**src/rtl/cook_timer_pkg.sv**
```systemverilog
// Shared definitions for the cooking countdown timer: state encoding and BCD field layout.
package cook_timer_pkg;

  typedef enum logic [1:0] {
    StIdle  = 2'd0,
    StRun   = 2'd1,
    StPause = 2'd2,
    StDone  = 2'd3
  } state_e;

  // Nibble offsets in the {min_tens, min_units, sec_tens, sec_units} bus.
  localparam int unsigned SecUnitsLsb = 0;
  localparam int unsigned SecTensLsb  = 4;
  localparam int unsigned MinUnitsLsb = 8;
  localparam int unsigned MinTensLsb  = 12;

  localparam logic [3:0] SecTensMax = 4'd5;

endpackage

```
**src/rtl/cook_timer_if.sv**
```systemverilog
// Control, load and display signals between the timer and its surroundings.
interface cook_timer_if;
  logic        sec_clk;
  logic        load;
  logic [15:0] ld_digits;
  logic        start;
  logic        stop;
  logic        door_open;
  logic [15:0] digits;
  logic        mag_on;
  logic        buzzer;
  logic        done;
  logic        load_err;
  logic [1:0]  state;

  modport master (
    output sec_clk, load, ld_digits, start, stop, door_open,
    input  digits, mag_on, buzzer, done, load_err, state
  );

  modport slave (
    input  sec_clk, load, ld_digits, start, stop, door_open,
    output digits, mag_on, buzzer, done, load_err, state
  );
endinterface

```
**src/rtl/cook_timer_bcd_dec4.sv**
```systemverilog
// Combinational MM:SS BCD decrement with zero flag, plus legality check of a load value.
module cook_timer_bcd_dec4
  import cook_timer_pkg::*;
#(
  parameter int unsigned MAX_MIN_TENS = 9
) (
  input  logic [15:0] value_i,
  input  logic [15:0] check_i,
  output logic [15:0] dec_o,
  output logic        zero_o,
  output logic        legal_o
);

  logic [3:0] su, st, mu, mt;
  logic [3:0] c_su, c_st, c_mu, c_mt;

  assign su = value_i[SecUnitsLsb +: 4];
  assign st = value_i[SecTensLsb +: 4];
  assign mu = value_i[MinUnitsLsb +: 4];
  assign mt = value_i[MinTensLsb +: 4];

  assign c_su = check_i[SecUnitsLsb +: 4];
  assign c_st = check_i[SecTensLsb +: 4];
  assign c_mu = check_i[MinUnitsLsb +: 4];
  assign c_mt = check_i[MinTensLsb +: 4];

  assign zero_o = (value_i == 16'h0000);

  assign legal_o = (c_su <= 4'd9) && (c_st <= SecTensMax) && (c_mu <= 4'd9) &&
                   (c_mt <= 4'd9) && (c_mt <= 4'(MAX_MIN_TENS));

  // A zero input passes through unchanged so the count can never wrap.
  always_comb begin
    dec_o = value_i;
    if (!zero_o) begin
      if (su != 4'd0) begin
        dec_o[SecUnitsLsb +: 4] = su - 4'd1;
      end else begin
        dec_o[SecUnitsLsb +: 4] = 4'd9;
        if (st != 4'd0) begin
          dec_o[SecTensLsb +: 4] = st - 4'd1;
        end else begin
          dec_o[SecTensLsb +: 4] = SecTensMax;
          if (mu != 4'd0) begin
            dec_o[MinUnitsLsb +: 4] = mu - 4'd1;
          end else begin
            dec_o[MinUnitsLsb +: 4] = 4'd9;
            dec_o[MinTensLsb +: 4]  = mt - 4'd1;
          end
        end
      end
    end
  end

endmodule

```
**src/rtl/cook_timer.sv**
```systemverilog
// Microwave countdown timer: 1 Hz tick detect, MM:SS countdown FSM, alarm hold and outputs.
module cook_timer
  import cook_timer_pkg::*;
#(
  parameter int unsigned ALARM_SECS   = 3,
  parameter int unsigned MAX_MIN_TENS = 9
) (
  input  logic          clk_in,
  input  logic          rst_n,
  cook_timer_if.slave   bus
);

  localparam logic [3:0] AlarmLast = 4'(ALARM_SECS);

  state_e      state_q, state_d;
  logic [15:0] digits_q, digits_d;
  logic [3:0]  alarm_q, alarm_d;
  logic        done_q, done_d;
  logic        load_err_q, load_err_d;
  logic        mag_on_q, buzzer_q;
  logic        sec_prev_q;
  logic        tick;
  logic [15:0] dec;
  logic        digits_zero, dec_zero, ld_legal;

  assign tick     = bus.sec_clk & ~sec_prev_q;
  assign dec_zero = (dec == 16'h0000);

  cook_timer_bcd_dec4 #(
    .MAX_MIN_TENS(MAX_MIN_TENS)
  ) u_bcd_dec4 (
    .value_i (digits_q),
    .check_i (bus.ld_digits),
    .dec_o   (dec),
    .zero_o  (digits_zero),
    .legal_o (ld_legal)
  );

  // Strict priority: the highest active request wins, everything below it is dropped.
  always_comb begin
    state_d    = state_q;
    digits_d   = digits_q;
    alarm_d    = alarm_q;
    done_d     = 1'b0;
    load_err_d = 1'b0;
    if (bus.door_open) begin
      if (state_q == StRun) state_d = StPause;
    end else if (bus.stop) begin
      unique case (state_q)
        StIdle:  ;
        StRun:   state_d = StPause;
        StPause: begin
          state_d  = StIdle;
          digits_d = 16'h0000;
        end
        StDone:  begin
          state_d = StIdle;
          alarm_d = 4'd0;
        end
      endcase
    end else if (bus.start) begin
      if ((state_q == StIdle || state_q == StPause) && !digits_zero) begin
        state_d = StRun;
      end else if (state_q == StDone) begin
        state_d = StIdle;
        alarm_d = 4'd0;
      end
    end else if (bus.load) begin
      if (state_q != StRun) begin
        if (ld_legal) begin
          digits_d = bus.ld_digits;
          if (state_q == StDone) begin
            state_d = StIdle;
            alarm_d = 4'd0;
          end
        end else begin
          load_err_d = 1'b1;
        end
      end
    end else if (tick) begin
      if (state_q == StRun) begin
        digits_d = dec;
        if (dec_zero) begin
          state_d = StDone;
          done_d  = 1'b1;
          alarm_d = 4'd0;
        end
      end else if (state_q == StDone) begin
        if (alarm_q + 4'd1 == AlarmLast) begin
          state_d = StIdle;
          alarm_d = 4'd0;
        end else begin
          alarm_d = alarm_q + 4'd1;
        end
      end
    end
  end

  always_ff @(posedge clk_in) begin
    if (!rst_n) begin
      state_q    <= StIdle;
      digits_q   <= 16'h0000;
      alarm_q    <= 4'd0;
      done_q     <= 1'b0;
      load_err_q <= 1'b0;
      mag_on_q   <= 1'b0;
      buzzer_q   <= 1'b0;
      sec_prev_q <= 1'b1;
    end else begin
      state_q    <= state_d;
      digits_q   <= digits_d;
      alarm_q    <= alarm_d;
      done_q     <= done_d;
      load_err_q <= load_err_d;
      mag_on_q   <= (state_d == StRun);
      buzzer_q   <= (state_d == StDone);
      sec_prev_q <= bus.sec_clk;
    end
  end

  assign bus.digits   = digits_q;
  assign bus.state    = state_q;
  assign bus.mag_on   = mag_on_q;
  assign bus.buzzer   = buzzer_q;
  assign bus.done     = done_q;
  assign bus.load_err = load_err_q;

endmodule

```
**src/flat_wrapper.sv**
```systemverilog
// flat-port wrapper written by rule: the top's interface ports become plain ports
module cook_timer_flat import cook_timer_pkg::*;
#(
  parameter int unsigned ALARM_SECS   = 3,
  parameter int unsigned MAX_MIN_TENS = 9
)
  (clk_in, rst_n, bus_sec_clk, bus_load, bus_ld_digits, bus_start, bus_stop, bus_door_open, bus_digits, bus_mag_on, bus_buzzer, bus_done, bus_load_err, bus_state);
  cook_timer_if bus_i ();
  input  logic clk_in;
  input  logic rst_n;
  input wire logic [$bits(bus_i.sec_clk)-1:0] bus_sec_clk;
  input wire logic [$bits(bus_i.load)-1:0] bus_load;
  input wire logic [$bits(bus_i.ld_digits)-1:0] bus_ld_digits;
  input wire logic [$bits(bus_i.start)-1:0] bus_start;
  input wire logic [$bits(bus_i.stop)-1:0] bus_stop;
  input wire logic [$bits(bus_i.door_open)-1:0] bus_door_open;
  output wire logic [$bits(bus_i.digits)-1:0] bus_digits;
  output wire logic [$bits(bus_i.mag_on)-1:0] bus_mag_on;
  output wire logic [$bits(bus_i.buzzer)-1:0] bus_buzzer;
  output wire logic [$bits(bus_i.done)-1:0] bus_done;
  output wire logic [$bits(bus_i.load_err)-1:0] bus_load_err;
  output wire logic [$bits(bus_i.state)-1:0] bus_state;
  assign bus_i.sec_clk = bus_sec_clk;
  assign bus_i.load = bus_load;
  assign bus_i.ld_digits = bus_ld_digits;
  assign bus_i.start = bus_start;
  assign bus_i.stop = bus_stop;
  assign bus_i.door_open = bus_door_open;
  assign bus_digits = bus_i.digits;
  assign bus_mag_on = bus_i.mag_on;
  assign bus_buzzer = bus_i.buzzer;
  assign bus_done = bus_i.done;
  assign bus_load_err = bus_i.load_err;
  assign bus_state = bus_i.state;
  cook_timer #(.ALARM_SECS(ALARM_SECS), .MAX_MIN_TENS(MAX_MIN_TENS)) u_core (.clk_in(clk_in), .rst_n(rst_n), .bus(bus_i));
endmodule
```
**config.mk**
```make
export PLATFORM = sky130hd
export DESIGN_NAME = cook_timer_flat
export DESIGN_NICKNAME = d
export VERILOG_FILES = /design/src/rtl/cook_timer_pkg.sv /design/src/rtl/cook_timer_if.sv /design/src/rtl/cook_timer_bcd_dec4.sv /design/src/rtl/cook_timer.sv /design/src/flat_wrapper.sv
export SDC_FILE = /design/constraint.sdc
export NUM_CORES = 1
export LEC_CHECK = 0
export BUFFER_PORTS_ARGS = -buffer_cell sky130_fd_sc_hd__buf_2
export CELL_PAD_IN_SITES_DETAIL_PLACEMENT = 2
export CELL_PAD_IN_SITES_GLOBAL_PLACEMENT = 2
export CORE_MARGIN = 4
export CORE_UTILIZATION = 33
export DETAILED_ROUTE_END_ITERATION = 12
export PLACE_DENSITY = 0.95
export SLEW_MARGIN = 20
export SYNTH_ARGS = -nofsm -noshare
export SYNTH_HDL_FRONTEND = slang
export SYNTH_SLANG_ARGS = --single-unit
```
**constraint.sdc**
```tcl
create_clock -name clk_in -period 5.2 [get_ports clk_in]
set_clock_uncertainty 0.2 [all_clocks]
set_input_delay 0.26 -clock clk_in [delete_from_list [all_inputs] [get_ports clk_in]]
set_output_delay 0.26 -clock clk_in [all_outputs]
set_load 0.01 [all_outputs]
```
==> results of run 1 <==
==> worst min-delay path by stage <==
stage                start                      endpoint  depth (start not counted)
5_1_grt              rst_n  u_core.sec_prev_q$_SDFF_PN1_                          2
2_1_floorplan  bus_sec_clk  u_core.sec_prev_q$_SDFF_PN1_                          1
3_3_place_gp   bus_sec_clk  u_core.sec_prev_q$_SDFF_PN1_                          2
4_1_cts              rst_n  u_core.sec_prev_q$_SDFF_PN1_                          2
3_5_place_dp   bus_sec_clk  u_core.sec_prev_q$_SDFF_PN1_                          2
6_report             rst_n  u_core.sec_prev_q$_SDFF_PN1_                          2
==> cell usage after synthesis, drive strengths merged (7+ instances only) <==
cell type | number | area, um^2
a21oi | 37 | 185.2
buf | 8 | 57.55
clkbuf | 16 | 60.06
dfxtp | 27 | 540.5
inv | 9 | 33.78
nand2 | 25 | 93.84
nand4 | 7 | 43.79
nor2 | 21 | 78.83
nor3 | 9 | 45.04
nor4 | 9 | 83.83
o21ai | 29 | 145.1
or4 | 13 | 111.4
==> registers in the layout, summed over array words and instances, names as in the netlist <==
name	flops
u_core.bus.load_err	1
u_core.sec_prev_q	1
u_core.bus.state	2
u_core.bus.digits	16
u_core.bus.mag_on	1
u_core.alarm_q	4
u_core.bus.buzzer	1
u_core.bus.done	1
==> power by group through the flow <==
stage               logic (mW)  registers, mW  clock network (mW)
finish                  0.0487          0.208               0.138
global route            0.0534          0.208               0.145
CTS                     0.0482          0.208               0.138
detailed placement      0.0469          0.213                   0
global placement        0.0445          0.213                   0
floorplan               0.0260          0.213                   0
==> final cells by class <==
cell class,count,area share [%]
clock buffers,3,1.719
clock inverters,1,0.2083
inverters,9,1.406
multi-input cells,232,60.26
flip-flops and latches,27,22.50
well taps,77,4.010
repair buffers,46,9.896
==> kinds of logic after synthesis <==
logic type                 Yosys count  synth area share [%]
AOI/OAI and AO/OA                  101                 29.36
DFF                                 27                 25.26
muxes                                4                 1.871
adders and majority gates            4                 2.339
buffers and inverters               33                 7.076
and+or+nand+nor                    123                 34.09
==> metal layers <==
metal / vias to the layer above / GRT usage [%]
li1: 1153 / -
met1: 1238 / 30.12
met2: 57 / 40.31
met3: 11 / 2.421
met4: 0 / 5.632
met5: - / 0
==> metrics by stage <==
step                      worst slack (ps)  instance area (um^2)  util (%)
after floorplan                       2296                  2140         -
after global placement                2058                  2346     37.16
after detailed placement              1878                  2346     37.16
after CTS                             1847                  2402     38.05
after global routing                  1606                  2402     38.05
final                                 1814                  2402     38.05
==> metrics.yaml, run 1 <==
status: "finished, final reports clean"
hp-class: "input pin to flop"
avgSynthCellArea_um2: 7.327
multiInputGateArea_mm2: 0.001448
rr_startpoint: "u_core.bus.digits[12]$_SDFFE_PN0P_"
floorplan.initialDensity_pct: 33.89
htree_levels: 1
fp.dieW_um: 88.52
seqPwrFrac_pct: 52.7
p_leak_nw: 0.9562
worst_path_largest_cell_delay_ps: 840
synthToLayoutAreaGrowth_pct: 12.28
clkTransAtPathRegs_ps: 120
fin_crit_sh_pct: 65.11
finalSetupViolCount: 0
grt_pass1_wl_um: 14030
grt_overflow: 0
wl_per_cell_um: 22.26
critPathLaunch: "u_core.bus.digits[12]$_SDFFE_PN0P_"
cp.arrival_ps: 3380
dieArea_mm2: 0.007836
syn_inst: 292
hold_viol: 0
worstSetupPathDepth: 8
min_period_ps: 3386
dr_wl_met3_um: 300
io_buffers: 44
vdd_ir_drop_max_v: 0.0001192
antenna_found_initial: 0
grt_max_degree: 39
sw_frac_of_total_pct: 29.74
rows: 29
num_io_pins: 45
final_cell_mix: "buf_2, a21oi_1, o21ai_0"
grt_setup_unrepaired: "false"
yosysSeqAreaShare_pct: 25.26
r2r_end: "u_core.bus.mag_on$_SDFF_PN0_"
synthFlopType: "dfxtp_1"
power.internal_uw: 277.6
core_mm2: 0.006314
nFillCells: 763
wl_met2_um: 4359
slew_viol_final: 0
place_hpwl_um: 6180
die_h_um: 88.52
worstSkewPairLatency_ps: 290
async_flop_share_pct: 0
m1WireLength_um: 4003
cpMostUsedCell: "or4_4"
tightest_slew_ps: 1043
cts_max_path_buffers: 2
cp.buffers_inverters: 1
finish.net_count: 346
final-instance-count-excl-fill: 395
worst_path_max_delay_cell: "nor3b_1"
r2r_cells: 8
synth-edff-count: 0
syn_nets: 319
ctsHoldBuffers: 1
drt-initial-drc-count: 112
cts_buffers: 3
gp_congestion: 0.8764
end_kind: "flop"
cap_violations: 0
mostFrequentLayoutCell: "buf_2"
cts_tree: "done"
seq_area_um2: 540.5
gr-usage-all-layers_pct: 22.98
fmax_mhz: 295.3
p_switching_uw: 117.5
crit_end: "u_core.bus.mag_on$_SDFF_PN0_"
highest_layer: "met4"
vias: 2459
hold_ws_ps: 83.48
post_cts_resized: 0
syn_area_mm2: 0.002140
drtPass1Iterations: 4
dp_cells: 390
crit_type: "flop to flop"
grt_pass1_vias: 2549
drcViolationCount: 0
rrSetupSlack_ps: 1810
n_antenna_cell: 0
pwr-share-comb_pct: 12.3
ant_nets: 0
pwr-share-clk_pct: 35.0
finalPower_uw: 395.0
yosys_warnings: 0
fin_setup_tns_ps: 0
cp_max_fo: 7
cts_sinks: 27
startpoint_type: "flop"
root_buffer: "clkbuf_8"
relSlewSlack_pct: 30.33
crit_required_ps: 5190
routed_wl_um: 8793
ys_ff_latch: 27
drive_gt1_share_pct: 22.01
crit_chain: "inv_1 > ha_1 > nor3b_1 > and3_1 > o21ai_0 > or4_4 > or4_4 > and3b_1"
powerDensity_mw_per_mm2: 164.4
critical-path-top-delay-family: "simple AND/OR/NAND/NOR gates"
vias_per_cell: 6.225
cts_setup_buffers: 0
synth_cell_type_count: 56
(Power assumes the default switching activity.)
==> run 2: changes to the inputs <==
--- a/config.mk
+++ b/config.mk
@@ -9,9 +9,9 @@
 export CELL_PAD_IN_SITES_DETAIL_PLACEMENT = 2
 export CELL_PAD_IN_SITES_GLOBAL_PLACEMENT = 2
 export CORE_MARGIN = 4
-export CORE_UTILIZATION = 33
+export CORE_UTILIZATION = 28
 export DETAILED_ROUTE_END_ITERATION = 12
-export PLACE_DENSITY = 0.95
+export PLACE_DENSITY = 0.87
 export SLEW_MARGIN = 20
 export SYNTH_ARGS = -nofsm -noshare
 export SYNTH_HDL_FRONTEND = slang
==> constraint.sdc (replaced) <==
create_clock -name clk_in -period 3.1 [get_ports clk_in]
set_clock_uncertainty 0.2 [all_clocks]
set_input_delay 0.155 -clock clk_in [delete_from_list [all_inputs] [get_ports clk_in]]
set_output_delay 0.155 -clock clk_in [all_outputs]
set_load 0.01 [all_outputs]
==> metrics.yaml, run 2 (synthesis results as in run 1) <==
hold_viol: 0
grt_setup_unrepaired: "false"
busiest_layer: "met2"
n_antenna_cell: 0
gr-usage-all-layers_pct: 20.44
startpoint_type: "flop"
use_met2_pct: 33.53
crit_required_ps: 3090
drive_gt1_share_pct: 26.63
core_mm2: 0.007331
cts_max_path_buffers: 2
hp-class: "input pin to flop"
rows: 31
cts_buffers: 3
dp_cells: 431
htree_levels: 1
die_h_um: 95.42
ant_nets: 0
use_met1_pct: 27.81
dieArea_mm2: 0.009104
drtPass1Iterations: 4
grt_pass1_vias: 2612
grt_overflow: 0
relSlewSlack_pct: 42.71
largest_reg_flops: 16
end_kind: "flop"
hold_ws_ps: 17.40
floorplan.initialDensity_pct: 29.19
cts_setup_buffers: 0
finalPower_uw: 663.7
final_cell_mix: "buf_2, a21oi_1, o21ai_0"
num_io_pins: 45
met3_usage_pct: 2.052
tightest_slew_ps: 859.4
cp_max_fo: 7
slew_viol_final: 0
cts_sinks: 27
grt_max_degree: 34
status: "finished, final reports clean"
wl_per_cell_um: 20.33
io_buffers: 44
synthToLayoutAreaGrowth_pct: 20.88
fp.dieW_um: 95.42
vias_per_cell: 5.664
drcViolationCount: 0
antenna_found_initial: 0
worstSkewPairLatency_ps: 290
fin_setup_tns_ps: 0
fin_crit_sh_pct: 95.38
vias: 2475
cap_violations: 0
place_hpwl_um: 6789
powerDensity_mw_per_mm2: 256.6
vdd_ir_drop_max_v: 0.0001607
drt-initial-drc-count: 111
final-instance-count-excl-fill: 437
p_leak_nw: 1.053
min_period_ps: 2957
root_buffer: "clkbuf_8"
finish.net_count: 366
cts_tree: "done"
gp_congestion: 0.8472
grt_pass1_wl_um: 14450
finalSetupViolCount: 0
mostFrequentLayoutCell: "buf_2"
fmax_mhz: 338.2
cp.arrival_ps: 2950
crit_type: "flop to flop"
routed_wl_um: 8884
clkTransAtPathRegs_ps: 120
==> run 2: cell types whose count changed in the layout (fill, tap and decap cells not counted), sizes merged <==
| cell | before | now |
|---|---|---|
| dlygate4sd3 | 1 | 2 |
| clkinv | 1 | 0 |
| clkinvlp | 0 | 1 |
| buf | 45 | 64 |
==> run 2: path summary, 6_finish.rpt <==
kind	depth (start not counted)	from	to	slack [ps]
max	6	u_core.bus.digits[4]$_SDFFE_PN0P_	u_core.bus.mag_on$_SDFF_PN0_	140
min	3	bus_ld_digits[12]	u_core.bus.digits[12]$_SDFFE_PN0P_	20
max reg2reg	6	u_core.bus.digits[4]$_SDFFE_PN0P_	u_core.bus.mag_on$_SDFF_PN0_	140
min reg2reg	2	u_core.bus.digits[12]$_SDFFE_PN0P_	u_core.bus.digits[12]$_SDFFE_PN0P_	380
==> run 2: timing repair <==
| action | in CTS | in global routing |
|---|---|---|
| endpoints found under the hold margin | 1 | 0 |
| setup endpoints to repair | 0 | 4 |
| gates resized for setup | 0 | 1 |
| hold buffers | 2 | 0 |
==> run 2: metal layers <==
layer	vias up	wire length (um)
met1	1218	4245
met4	0	197
met3	14	233
met5	-	0
met2	47	4208
li1	1196	-
==> run 2: worst max-delay path: stages (launching register included) <==
cell and delay [ps]:
dfxtp_1 330, or4_1 710, nor3_1 210, a31oi_1 160
or4_4 570, or4_4 470, and3b_1 200
==> run 2: layout make-up <==
cell class	instances	area [um^2]
Inverter	9	33.78
Tap cell	99	123.9
Fill cell	889	4745
Sequential cell	27	541.8
Clock buffer	3	41.29
Multi-Input combinational cell	232	1448
Clock inverter	1	7.507
Timing Repair Buffer	66	390.4
==> run 2: power by group <==
part           switching [mW]  internal (mW)  total (mW)
registers            0.000566          0.348       0.348
clock network           0.139         0.0920       0.231
logic                  0.0546         0.0299      0.0845
==> run 2: through the flow <==
step	area [um^2]	utilization, %	worst slack [ps]
after global routing	2586	35.28	24.19
final	2586	35.28	143.2
after floorplan	2140	-	196.2
after CTS	2585	35.26	84.89
after global placement	2516	34.32	257.6
after detailed placement	2516	34.32	128.5
